<file path="config.mk">
export PLATFORM = sky130hd
export DESIGN_NAME = lightning_scheduler
export DESIGN_NICKNAME = d
export VERILOG_FILES = /design/src/rtl/lightning_scheduler_pkg.sv /design/src/rtl/lightning_scheduler_lowest_free_slot.sv /design/src/rtl/lightning_scheduler.sv
export SDC_FILE = /design/constraint.sdc
export NUM_CORES = 1
export LEC_CHECK = 0
export ABC_AREA = 0
export CAP_MARGIN = 20
export CELL_PAD_IN_SITES_DETAIL_PLACEMENT = 1
export CELL_PAD_IN_SITES_GLOBAL_PLACEMENT = 1
export CORE_MARGIN = 3
export CORE_UTILIZATION = 35
export DETAILED_ROUTE_END_ITERATION = 7
export PLACE_DENSITY_LB_ADDON = 0.12
export SETUP_SLACK_MARGIN = 0.3
export SLEW_MARGIN = 25
export SYNTH_ARGS = -nofsm -noshare
export SYNTH_HDL_FRONTEND = slang
export SYNTH_SLANG_ARGS = --single-unit
</file>
<file path="constraint.sdc">
create_clock -name clk -period 3.21 [get_ports clk]
set_clock_uncertainty 0.1 [all_clocks]
set_input_delay 0.642 -clock clk [delete_from_list [all_inputs] [get_ports clk]]
set_output_delay 0.642 -clock clk [all_outputs]
set_load 0.05 [all_outputs]
</file>
<file path="src/rtl/lightning_scheduler_pkg.sv">
// Shared game package for the lightning weapon.
//   - light_state_e : scheduler FSM state encodings (also driven onto the HUD/debug port)
//   - NUM_SLOTS     : number of on-screen lightning bolt slots
package lightning_scheduler_pkg;

  localparam int NUM_SLOTS = 3;

  typedef enum logic [1:0] {
    ST_ARMED    = 2'd0,  // charge available, no cooldown
    ST_COOLING  = 2'd1,  // cooldown running after a launch
    ST_DEPLETED = 2'd2,  // no charge left, waiting for recharge
    ST_HALTED   = 2'd3   // game over; left only through reset
  } light_state_e;

endpackage

</file>
<file path="src/rtl/lightning_scheduler_lowest_free_slot.sv">
// Combinational priority encoder that picks the lowest-index free slot.
//   i_busy      : per-slot busy flags
//   o_grant     : one-hot grant for the lowest free slot (all zero when none is free)
//   o_none_free : high when every slot is busy
module lowest_free_slot
  import lightning_scheduler_pkg::*;
(
  input  logic [NUM_SLOTS-1:0] i_busy,
  output logic [NUM_SLOTS-1:0] o_grant,
  output logic                 o_none_free
);

  // NOTE: every output of a combinational block gets a default first, so no
  // path through the block leaves it unassigned and no latch is inferred.
  always_comb begin
    o_grant     = '0;
    o_none_free = 1'b1;
    for (int i = 0; i < NUM_SLOTS; i++) begin
      if (!i_busy[i] && o_none_free) begin
        o_grant[i]  = 1'b1;
        o_none_free = 1'b0;
      end
    end
  end

endmodule

</file>
<file path="src/rtl/lightning_scheduler.sv">
// Lightning weapon scheduler: turns fire edges into one-hot slot launches,
// limited by a charge pool that refills over frames and a launch cooldown.
// Ports:
//   clk, reset             : single clock, synchronous active-high reset
//   frame_tick             : one-cycle pulse per video frame
//   shoot_n                : active-low fire level (already synchronised)
//   game_over              : freezes the scheduler (absorbing HALTED state)
//   slot_hit/slot_offscreen: per-slot pulses that free an active bolt slot
//   launch                 : one-hot, one-cycle launch pulse
//   slot_active            : per-slot busy flags
//   charges                : charges available (0..MAX_CHARGES)
//   recharge_count         : frames accumulated toward the next charge
//   restart_light          : one-cycle pulse when the pool refills to MAX_CHARGES
//   state                  : FSM state encoding
module lightning_scheduler
  import lightning_scheduler_pkg::*;
#(
  parameter int MAX_CHARGES     = 3,
  parameter int RECHARGE_FRAMES = 120,
  parameter int COOLDOWN_FRAMES = 10
) (
  input  logic                 clk,
  input  logic                 reset,
  input  logic                 frame_tick,
  input  logic                 shoot_n,
  input  logic                 game_over,
  input  logic [NUM_SLOTS-1:0] slot_hit,
  input  logic [NUM_SLOTS-1:0] slot_offscreen,
  output logic [NUM_SLOTS-1:0] launch,
  output logic [NUM_SLOTS-1:0] slot_active,
  output logic [1:0]           charges,
  output logic [7:0]           recharge_count,
  output logic                 restart_light,
  output logic [1:0]           state
);

  localparam int                CD_W    = $clog2(COOLDOWN_FRAMES + 1);
  localparam logic [1:0]        MAX_C   = 2'(MAX_CHARGES);
  localparam logic [7:0]        RC_LAST = 8'(RECHARGE_FRAMES - 1);
  localparam logic [CD_W-1:0]   CD_LOAD = CD_W'(COOLDOWN_FRAMES);
  localparam logic [CD_W-1:0]   CD_ONE  = CD_W'(1);

  logic                 r_shoot_n_q;
  logic [CD_W-1:0]      r_cooldown;
  logic [7:0]           r_recharge;
  logic [1:0]           r_charges;
  logic [NUM_SLOTS-1:0] r_slot_active;
  logic [NUM_SLOTS-1:0] r_launch;
  logic                 r_restart;
  light_state_e         r_state;

  logic                 w_fire;
  logic                 w_frozen;
  logic                 w_tick;
  logic                 w_do_launch;
  logic                 w_gain;
  logic [NUM_SLOTS-1:0] w_free_grant;
  logic                 w_none_free;
  logic [CD_W-1:0]      w_cooldown_next;
  logic [7:0]           w_recharge_next;
  logic [1:0]           w_charges_next;
  logic [NUM_SLOTS-1:0] w_slot_active_next;
  logic [NUM_SLOTS-1:0] w_launch_next;
  logic                 w_restart_next;
  light_state_e         w_state_next;

  lowest_free_slot u_free (
    .i_busy      (r_slot_active),
    .o_grant     (w_free_grant),
    .o_none_free (w_none_free)
  );

  // Fire edge: the registered level was released and the live level is pressed.
  assign w_fire   = r_shoot_n_q & ~shoot_n;
  // game_over freezes in the very cycle it is seen, before HALTED is registered.
  assign w_frozen = game_over | (r_state == ST_HALTED);
  assign w_tick   = frame_tick & ~w_frozen;

  // Slot freedom comes from the registered flags only, so a slot freed this
  // cycle cannot be granted until the next one.
  assign w_do_launch = w_fire & ~w_frozen & (r_state == ST_ARMED) &
                       (r_charges != 2'd0) & (r_cooldown == '0) & ~w_none_free;

  assign w_gain = w_tick & (r_charges < MAX_C) & (r_recharge == RC_LAST);

  always_comb begin
    w_recharge_next    = r_recharge;
    w_charges_next     = r_charges;
    w_cooldown_next    = r_cooldown;
    w_launch_next      = '0;
    w_slot_active_next = r_slot_active & ~(slot_hit | slot_offscreen);
    w_state_next       = r_state;

    // Recharge counts only while the pool is not full; it stays at 0 when full.
    if (w_tick && (r_charges < MAX_C)) begin
      if (r_recharge == RC_LAST) w_recharge_next = 8'd0;
      else                       w_recharge_next = r_recharge + 8'd1;
    end

    // A launch and a recharge in the same cycle cancel out on the charge count.
    unique case ({w_do_launch, w_gain})
      2'b10:   w_charges_next = r_charges - 2'd1;
      2'b01:   w_charges_next = r_charges + 2'd1;
      default: w_charges_next = r_charges;
    endcase

    if (w_do_launch) begin
      w_cooldown_next    = CD_LOAD;
      w_launch_next      = w_free_grant;
      w_slot_active_next = w_slot_active_next | w_free_grant;
    end else if (w_tick && (r_cooldown != '0)) begin
      w_cooldown_next = r_cooldown - CD_ONE;
    end

    // States follow the next counter values, so they never lag the counters.
    if (w_frozen)                     w_state_next = ST_HALTED;
    else if (w_cooldown_next != '0)   w_state_next = ST_COOLING;
    else if (w_charges_next != 2'd0)  w_state_next = ST_ARMED;
    else                              w_state_next = ST_DEPLETED;

    w_restart_next = (w_charges_next == MAX_C) && (r_charges != MAX_C);
  end

  // NOTE: clocked state uses non-blocking assignments so every register
  // samples the pre-edge values, independent of statement order.
  always_ff @(posedge clk) begin
    if (reset) begin
      r_shoot_n_q   <= 1'b0;
      r_cooldown    <= '0;
      r_recharge    <= 8'd0;
      r_charges     <= MAX_C;
      r_slot_active <= '0;
      r_launch      <= '0;
      r_restart     <= 1'b0;
      r_state       <= ST_ARMED;
    end else begin
      r_shoot_n_q   <= shoot_n;
      r_cooldown    <= w_cooldown_next;
      r_recharge    <= w_recharge_next;
      r_charges     <= w_charges_next;
      r_slot_active <= w_slot_active_next;
      r_launch      <= w_launch_next;
      r_restart     <= w_restart_next;
      r_state       <= w_state_next;
    end
  end

  assign launch         = r_launch;
  assign slot_active    = r_slot_active;
  assign charges        = r_charges;
  assign recharge_count = r_recharge;
  assign restart_light  = r_restart;
  assign state          = r_state;

endmodule

</file>
==> results of run 1 <==
## power groups by stage
| stage | clock network, mW | registers, mW | logic, mW |
|---|---|---|---|
| after floorplan | 0 | 0.333 | 0.0578 |
| after global placement | 0 | 0.321 | 0.105 |
| after detailed placement | 0 | 0.322 | 0.107 |
| after CTS | 0.229 | 0.316 | 0.108 |
| after global routing | 0.243 | 0.317 | 0.118 |
| final | 0.225 | 0.315 | 0.107 |
## layout make-up
type | count | share of cell area
Clock buffer | 3 | 0.01394
Clock inverter | 1 | 0.01859
Inverter | 5 | 0.01162
Multi-Input combinational cell | 101 | 0.4260
Sequential cell | 24 | 0.2974
Tap cell | 44 | 0.03408
Timing Repair Buffer | 33 | 0.1983
## routing by layer
metal	track usage	wire, um	vias to the layer above
met5	0	0	-
met4	0.04749	40	0
met3	0.02946	165	5
met2	0.2693	1435	26
met1	0.2064	1375	527
li1	-	-	547
## synthesized netlist by cell type (all sizes together)
master	count
nor3	5
nor3b	2
nand4b	1
xor2	8
nor2b	2
or4b	1
nor4b	1
a31oi	3
and3	3
nand4	7
xnor2	2
or4	1
or3	1
a2111o	1
inv	5
a21o	1
and2	3
a211oi	1
o21ba	1
a41o	1
nor4	2
nand2	10
and4	1
nand3	6
o21ai	4
mux2i	2
dfxtp	24
buf	1
nand3b	1
clkbuf	3
nor2	14
or3b	2
ha	4
o21a	2
a21boi	1
or2	1
a21oi	6
## critical path: stages
cell,delay (ps)
sky130_fd_sc_hd__clkdlybuf4s50_1,420
sky130_fd_sc_hd__or4b_4,530
sky130_fd_sc_hd__nor2_4,150
sky130_fd_sc_hd__and4_4,250
sky130_fd_sc_hd__inv_2,40
sky130_fd_sc_hd__ha_1,360
sky130_fd_sc_hd__and2_1,170
sky130_fd_sc_hd__o21a_1,170
sky130_fd_sc_hd__a41o_1,230
## cells in the final DEF, fill, tap and decap left out, drive strengths merged, types with 5 or more instances in the layout
cell           netlist  final
a21oi                6      6
clkdlybuf4s50        0     29
dfxtp               24     24
inv                  5      5
nand2               10     10
nand3                6      6
nand4                7      7
nor2                14     14
nor3                 5      5
xor2                 8      8
## worst paths after layout
kind | startpoint | endpoint | depth (start not counted)
max | shoot_n | state[1]$_SDFF_PP0_ | 9
min | recharge_count[1]$_SDFFE_PP0N_ | recharge_count[1]$_SDFFE_PP0N_ | 2
max reg2reg | r_cooldown[0]$_SDFF_PP0_ | state[1]$_SDFF_PP0_ | 9
min reg2reg | recharge_count[1]$_SDFFE_PP0N_ | recharge_count[1]$_SDFFE_PP0N_ | 2
## per-stage QoR
| step | setup WS [ps] | cell area, um2 | hold slack (ps) |
|---|---|---|---|
| final | 375.4 | 1615 | 421.0 |
| after floorplan | 558.5 | 1196 | 370.3 |
| after CTS | 372.5 | 1608 | 417.9 |
| after global routing | 284.3 | 1615 | 448.2 |
| after global placement | 110.0 | 1555 | 376.9 |
| after detailed placement | 32.35 | 1555 | 397.5 |
## state kept, by name (all words and copies together) (netlist names)
name            flops
restart_light       1
slot_active         3
r_shoot_n_q         1
r_cooldown          4
launch              3
charges             2
state               2
recharge_count      8
## repair_timing
action | 4_1_cts | 5_1_grt
endpoints found under the setup margin | 0 | 1
endpoints found under the hold margin | 0 | 0
resized for setup | 0 | 1
setup buffers | 0 | 0
## logic make-up (layout without fill, tap and decap cells)
logic type / Yosys count / count (layout) / synth area share
AND/OR/NAND/NOR: 64 / 64 / 0.3191
flip-flops: 24 / 24 / 0.4017
AO/OA/AOI/OAI: 21 / 21 / 0.1182
XOR/XNOR: 10 / 10 / 0.07323
buffers and inverters: 9 / 42 / 0.02928
adder cells (fa/ha/maj): 4 / 4 / 0.04184
multiplexers: 2 / 2 / 0.01674
==> results.txt, run 1 <==
Fraction of power consumed by combinational cells = 0.166
Maximum VDD drop = 0.2162 mV
Via Count = 1105
Gp weighted congestion = 0.7896
Internal power component = 0.4786 mW
Initial antenna violation count = 0
Detailed placement HPWL = 2330 um
First-pass iteration count of the detailed router = 4
Switching power = 0.1691 mW
Area share of the largest cell type after synthesis = 0.4017
Arrival time at the worst endpoint = 2970 ps
Sink count of the clock tree = 24
Maximum number of buffers from clock root to sink = 2
Library cells used by synthesis = 42
Setup repair after global routing missed its margin = false
Outcome = complete, no violations
Netlist area before placement = 1196 um2
Area added between synthesis and finish = 35.04%
Pins over their slew limit = 0
Leakage = 0.5845 nW
Warning count from the yosys run = 0
Y dimension of the die = 64.46 um
Number of input and output port buffers inserted = 29
Net switching share of the total power = 0.2611
First-pass GRT wire length = 5264 um
Final setup violating endpoints = 0
Clock root cell = sky130_fd_sc_hd__clkbuf_4
Category of the worst setup path launch point = input port
Antenna fix cells = 0
Final Power = 0.6477 mW
Maximum number of pins on one net before global-route repair = 18
Combined global-route utilization of all metal layers = 0.1595
Total Neg Setup Slack = 0 ps
Max FO, Critical Path = 6
Required time of the critical path = 3340 ps
Post-detailed-route via-to-cell ratio = 5.237
Total gr overflow = 0
Initial core utilization = 0.3794
Antenna violation net count after detailed routing = 0
Sequential cell area = 480.5 um2
Final non-filler cell total = 211
Multi-input gate area = 688.2 um2
Later-pin clock latency in the skew report = 320 ps
Worst Path Class, Setup = in2reg
Dominant cells by area after synthesis = sky130_fd_sc_hd__dfxtp_1 (40%), sky130_fd_sc_hd__xor2_1 (5.9%), sky130_fd_sc_hd__ha_1 (4.2%)
Number of levels the H-tree was split into = 1
DRT iter0 DRCs = 49
Count of endpoints failing hold in the final timing report = 0
Measured slew at the worst slew-check pin = 517.1 ps
Post-route minimum period = 2835 ps
Setup crit end kind = register
Synth Instances = 134
Flop pwr share = 0.487
Area of the die = 4155 um2
Final critical-path share of the clock period = 0.8831
Synthesized flop and latch total = 24
Max-Cap Viols = 0
Top Ports = 30
Clock share of power = 0.347
Net count, final = 183
Final routed wirelength across all metal layers = 3016 um
Worst slew margin relative to its limit = 0.6542
Core region area = 3153 um2
Utilization after layout = 0.5123
Number of standard-cell rows in the floorplan = 20
Tightest Hold Check Type = reg2reg
Fillers = 383
Slack of the worst reg-to-reg path = 690 ps
Number of hold buffers added after CTS = 0
Via count of the first global-routing pass = 1128
Share of final-layout standard cells stronger than drive strength 1 = 0.09581
Library cell with the largest summed area after synthesis = sky130_fd_sc_hd__dfxtp_1
Total placed cells including tap cells = 207
P per Cell Area = 401.0 nW/um2
Max frequency = 0.3528 GHz
Clock-pin slew of the registers on the worst-case setup and hold paths = 140 ps
Num CTS Buffers = 3
Die width = 64.46 um
CTS tree = yes
Net count of the mapped netlist = 149
Average wire length per cell after detail routing = 14.29 um
Part of the Yosys area used for sequential elements = 0.4017
Post-route DRC = 0
Post-Synthesis Mean Instance Area = 8.926 um2
No activity file was read; power rests on OpenSTA's default activity.
==> inputs of run 2 (changes only) <==
Settings changed: CAP_MARGIN 20 to unset, CORE_MARGIN 3 to 2.
==> run 2 against run 1 <==
Against the previous run:
- register-to-register slack got worse by 50 ps
- via count did not move
- hold slack improved by 0.55 ps
- count of clock-buffer cells in the layout rose by 1
- sequential cell count did not move
- utilization fell by 2.6 points
- total power fell by 8.0%
- first-iteration DRC count fell by 31%
- routed wire length rose by 4.1%
- cell count rose by 1.4%
==> results.txt, run 2 (synthesis gave the netlist of run 1 again) <==
Later-pin clock latency in the skew report = 320 ps
Worst slew margin relative to its limit = 0.6556
Internal power component = 0.4230 mW
Clock root cell = sky130_fd_sc_hd__clkbuf_4
Pre-CTS worst setup slack = 19.67 ps
Clock share of power = 0.285
Switching power = 0.1731 mW
Number of buffers inserted to repair setup after CTS = 0
Commonest non-fill, non-tap cells in the layout = sky130_fd_sc_hd__clkdlybuf4s50_1 (29), sky130_fd_sc_hd__dfxtp_1 (24), sky130_fd_sc_hd__nor2_1 (13), sky130_fd_sc_hd__nand2_1 (10)
Maximum VDD drop = 0.1920 mV
Gp weighted congestion = 0.7335
CTS tree = yes
Core region area = 3311 um2
Outcome = complete, no violations
Setup crit end kind = register
Net count, final = 184
Maximum number of pins on one net before global-route repair = 17
Initial antenna violation count = 0
Initial core utilization = 0.3613
Number of levels the H-tree was split into = 1
Max-Cap Viols = 0
Worst Path Class, Setup = in2reg
Utilization after layout = 0.4860
Via count of the first global-routing pass = 1128
DRT iter0 DRCs = 34
Number of standard-cell rows in the floorplan = 21
Area added between synthesis and finish = 34.52%
Tightest Hold Check Type = reg2reg
Top Ports = 30
Required time of the critical path = 3350 ps
Y dimension of the die = 62.46 um
Area of the die = 3901 um2
Number of hold buffers added after CTS = 0
P per Cell Area = 370.5 nW/um2
Leading cell type in the layout, fill and taps excluded = sky130_fd_sc_hd__clkdlybuf4s50_1
Antenna fix cells = 0
Flop pwr share = 0.531
Arrival time at the worst endpoint = 2960 ps
First-pass iteration count of the detailed router = 4
Final routed wirelength across all metal layers = 3139 um
Post-route DRC = 0
First-pass GRT wire length = 5506 um
Fillers = 408
Net switching share of the total power = 0.2904
Post-detailed-route via-to-cell ratio = 5.164
Worst hold slack = 421.6 ps
Via Count = 1105
Leakage = 0.5824 nW
Combined global-route utilization of all metal layers = 0.1747
Count of endpoints failing hold in the final timing report = 0
Average wire length per cell after detail routing = 14.67 um
Detailed placement HPWL = 2398 um
Measured slew at the worst slew-check pin = 514.9 ps
Max reg flops = 8
Final setup violating endpoints = 0
Post-route minimum period = 2822 ps
Max FO, Critical Path = 6
Sink count of the clock tree = 24
Clock-pin slew of the registers on the worst-case setup and hold paths = 140 ps
Setup repair after global routing missed its margin = false
Pins over their slew limit = 0
Antenna violation net count after detailed routing = 0
Final critical-path share of the clock period = 0.8790
Maximum number of buffers from clock root to sink = 2
Share of final-layout standard cells stronger than drive strength 1 = 0.1012
Total gr overflow = 0
Fraction of power consumed by combinational cells = 0.184
Total Neg Setup Slack = 0 ps
Worst path setup slack after routing = 388.5 ps
Die width = 62.46 um
Max frequency = 0.3544 GHz
Category of the worst setup path launch point = input port
Number of input and output port buffers inserted = 29
Num CTS Buffers = 3
-- run 2: changes by cell type in the layout (fill, tap and decap cells not counted) --
cell / before / now
sky130_fd_sc_hd__buf_4: 4 / 5
sky130_fd_sc_hd__bufinv_16: 1 / 0
sky130_fd_sc_hd__clkbuf_8: 0 / 1
-- run 2: final cells by class --
type,count,area (um2),share of cell area
clock buffer,4,36.28,0.02255
inverter,5,18.77,0.01166
multi-input combinational,101,688.2,0.4277
sequential,24,480.5,0.2986
tap,46,57.56,0.03577
timing repair buffer,34,327.8,0.2037
-- run 2: power by group through the flow --
stage / clock [mW] / combinational (mW) / sequential (mW)
3_5_place_dp: 0 / 0.109 / 0.323
2_1_floorplan: 0 / 0.0578 / 0.333
4_1_cts: 0.179 / 0.110 / 0.317
3_3_place_gp: 0 / 0.106 / 0.322
5_1_grt: 0.194 / 0.118 / 0.318
6_report: 0.170 / 0.110 / 0.317
-- run 2: worst paths after layout --
path	slack, ps	endpoint	startpoint	depth (start not counted)
setup / recovery	390	state[1]$_SDFF_PP0_	shoot_n	9
hold / removal	420	r_cooldown[1]$_SDFF_PP0_	r_cooldown[1]$_SDFF_PP0_	2
setup reg to reg	640	state[1]$_SDFF_PP0_	r_cooldown[0]$_SDFF_PP0_	9
hold reg to reg	420	r_cooldown[1]$_SDFF_PP0_	r_cooldown[1]$_SDFF_PP0_	2
-- run 2: critical path, cell delays in order --
cell and delay, ps:
sky130_fd_sc_hd__clkdlybuf4s50_1 420, sky130_fd_sc_hd__or4b_4 530, sky130_fd_sc_hd__nor2_4 140, sky130_fd_sc_hd__and4_4 240, sky130_fd_sc_hd__inv_2 40, sky130_fd_sc_hd__ha_1 360
sky130_fd_sc_hd__and2_1 180, sky130_fd_sc_hd__o21a_1 160, sky130_fd_sc_hd__a41o_1 230
-- run 2: per-layer routing --
metal	part of all wire	track usage
met5	0	0
met2	0.49	0.3024
met4	0.0099	0.06667
met3	0.032	0.02523
met1	0.47	0.2189
-- run 2: repair_timing --
action	in CTS	in global routing
hold endpoints to repair	0	0
gates resized for setup	0	1
setup endpoints to repair	0	1
-- run 2: per-stage QoR --
stage / power [mW] / instances / cell area, um2
after floorplan: 0.3904 / 134 / 1196
after global placement: 0.4283 / 210 / 1565
after detailed placement: 0.4323 / 210 / 1565
after CTS: 0.6068 / 214 / 1602
after global routing: 0.6306 / 214 / 1609
final: 0.5961 / 214 / 1609
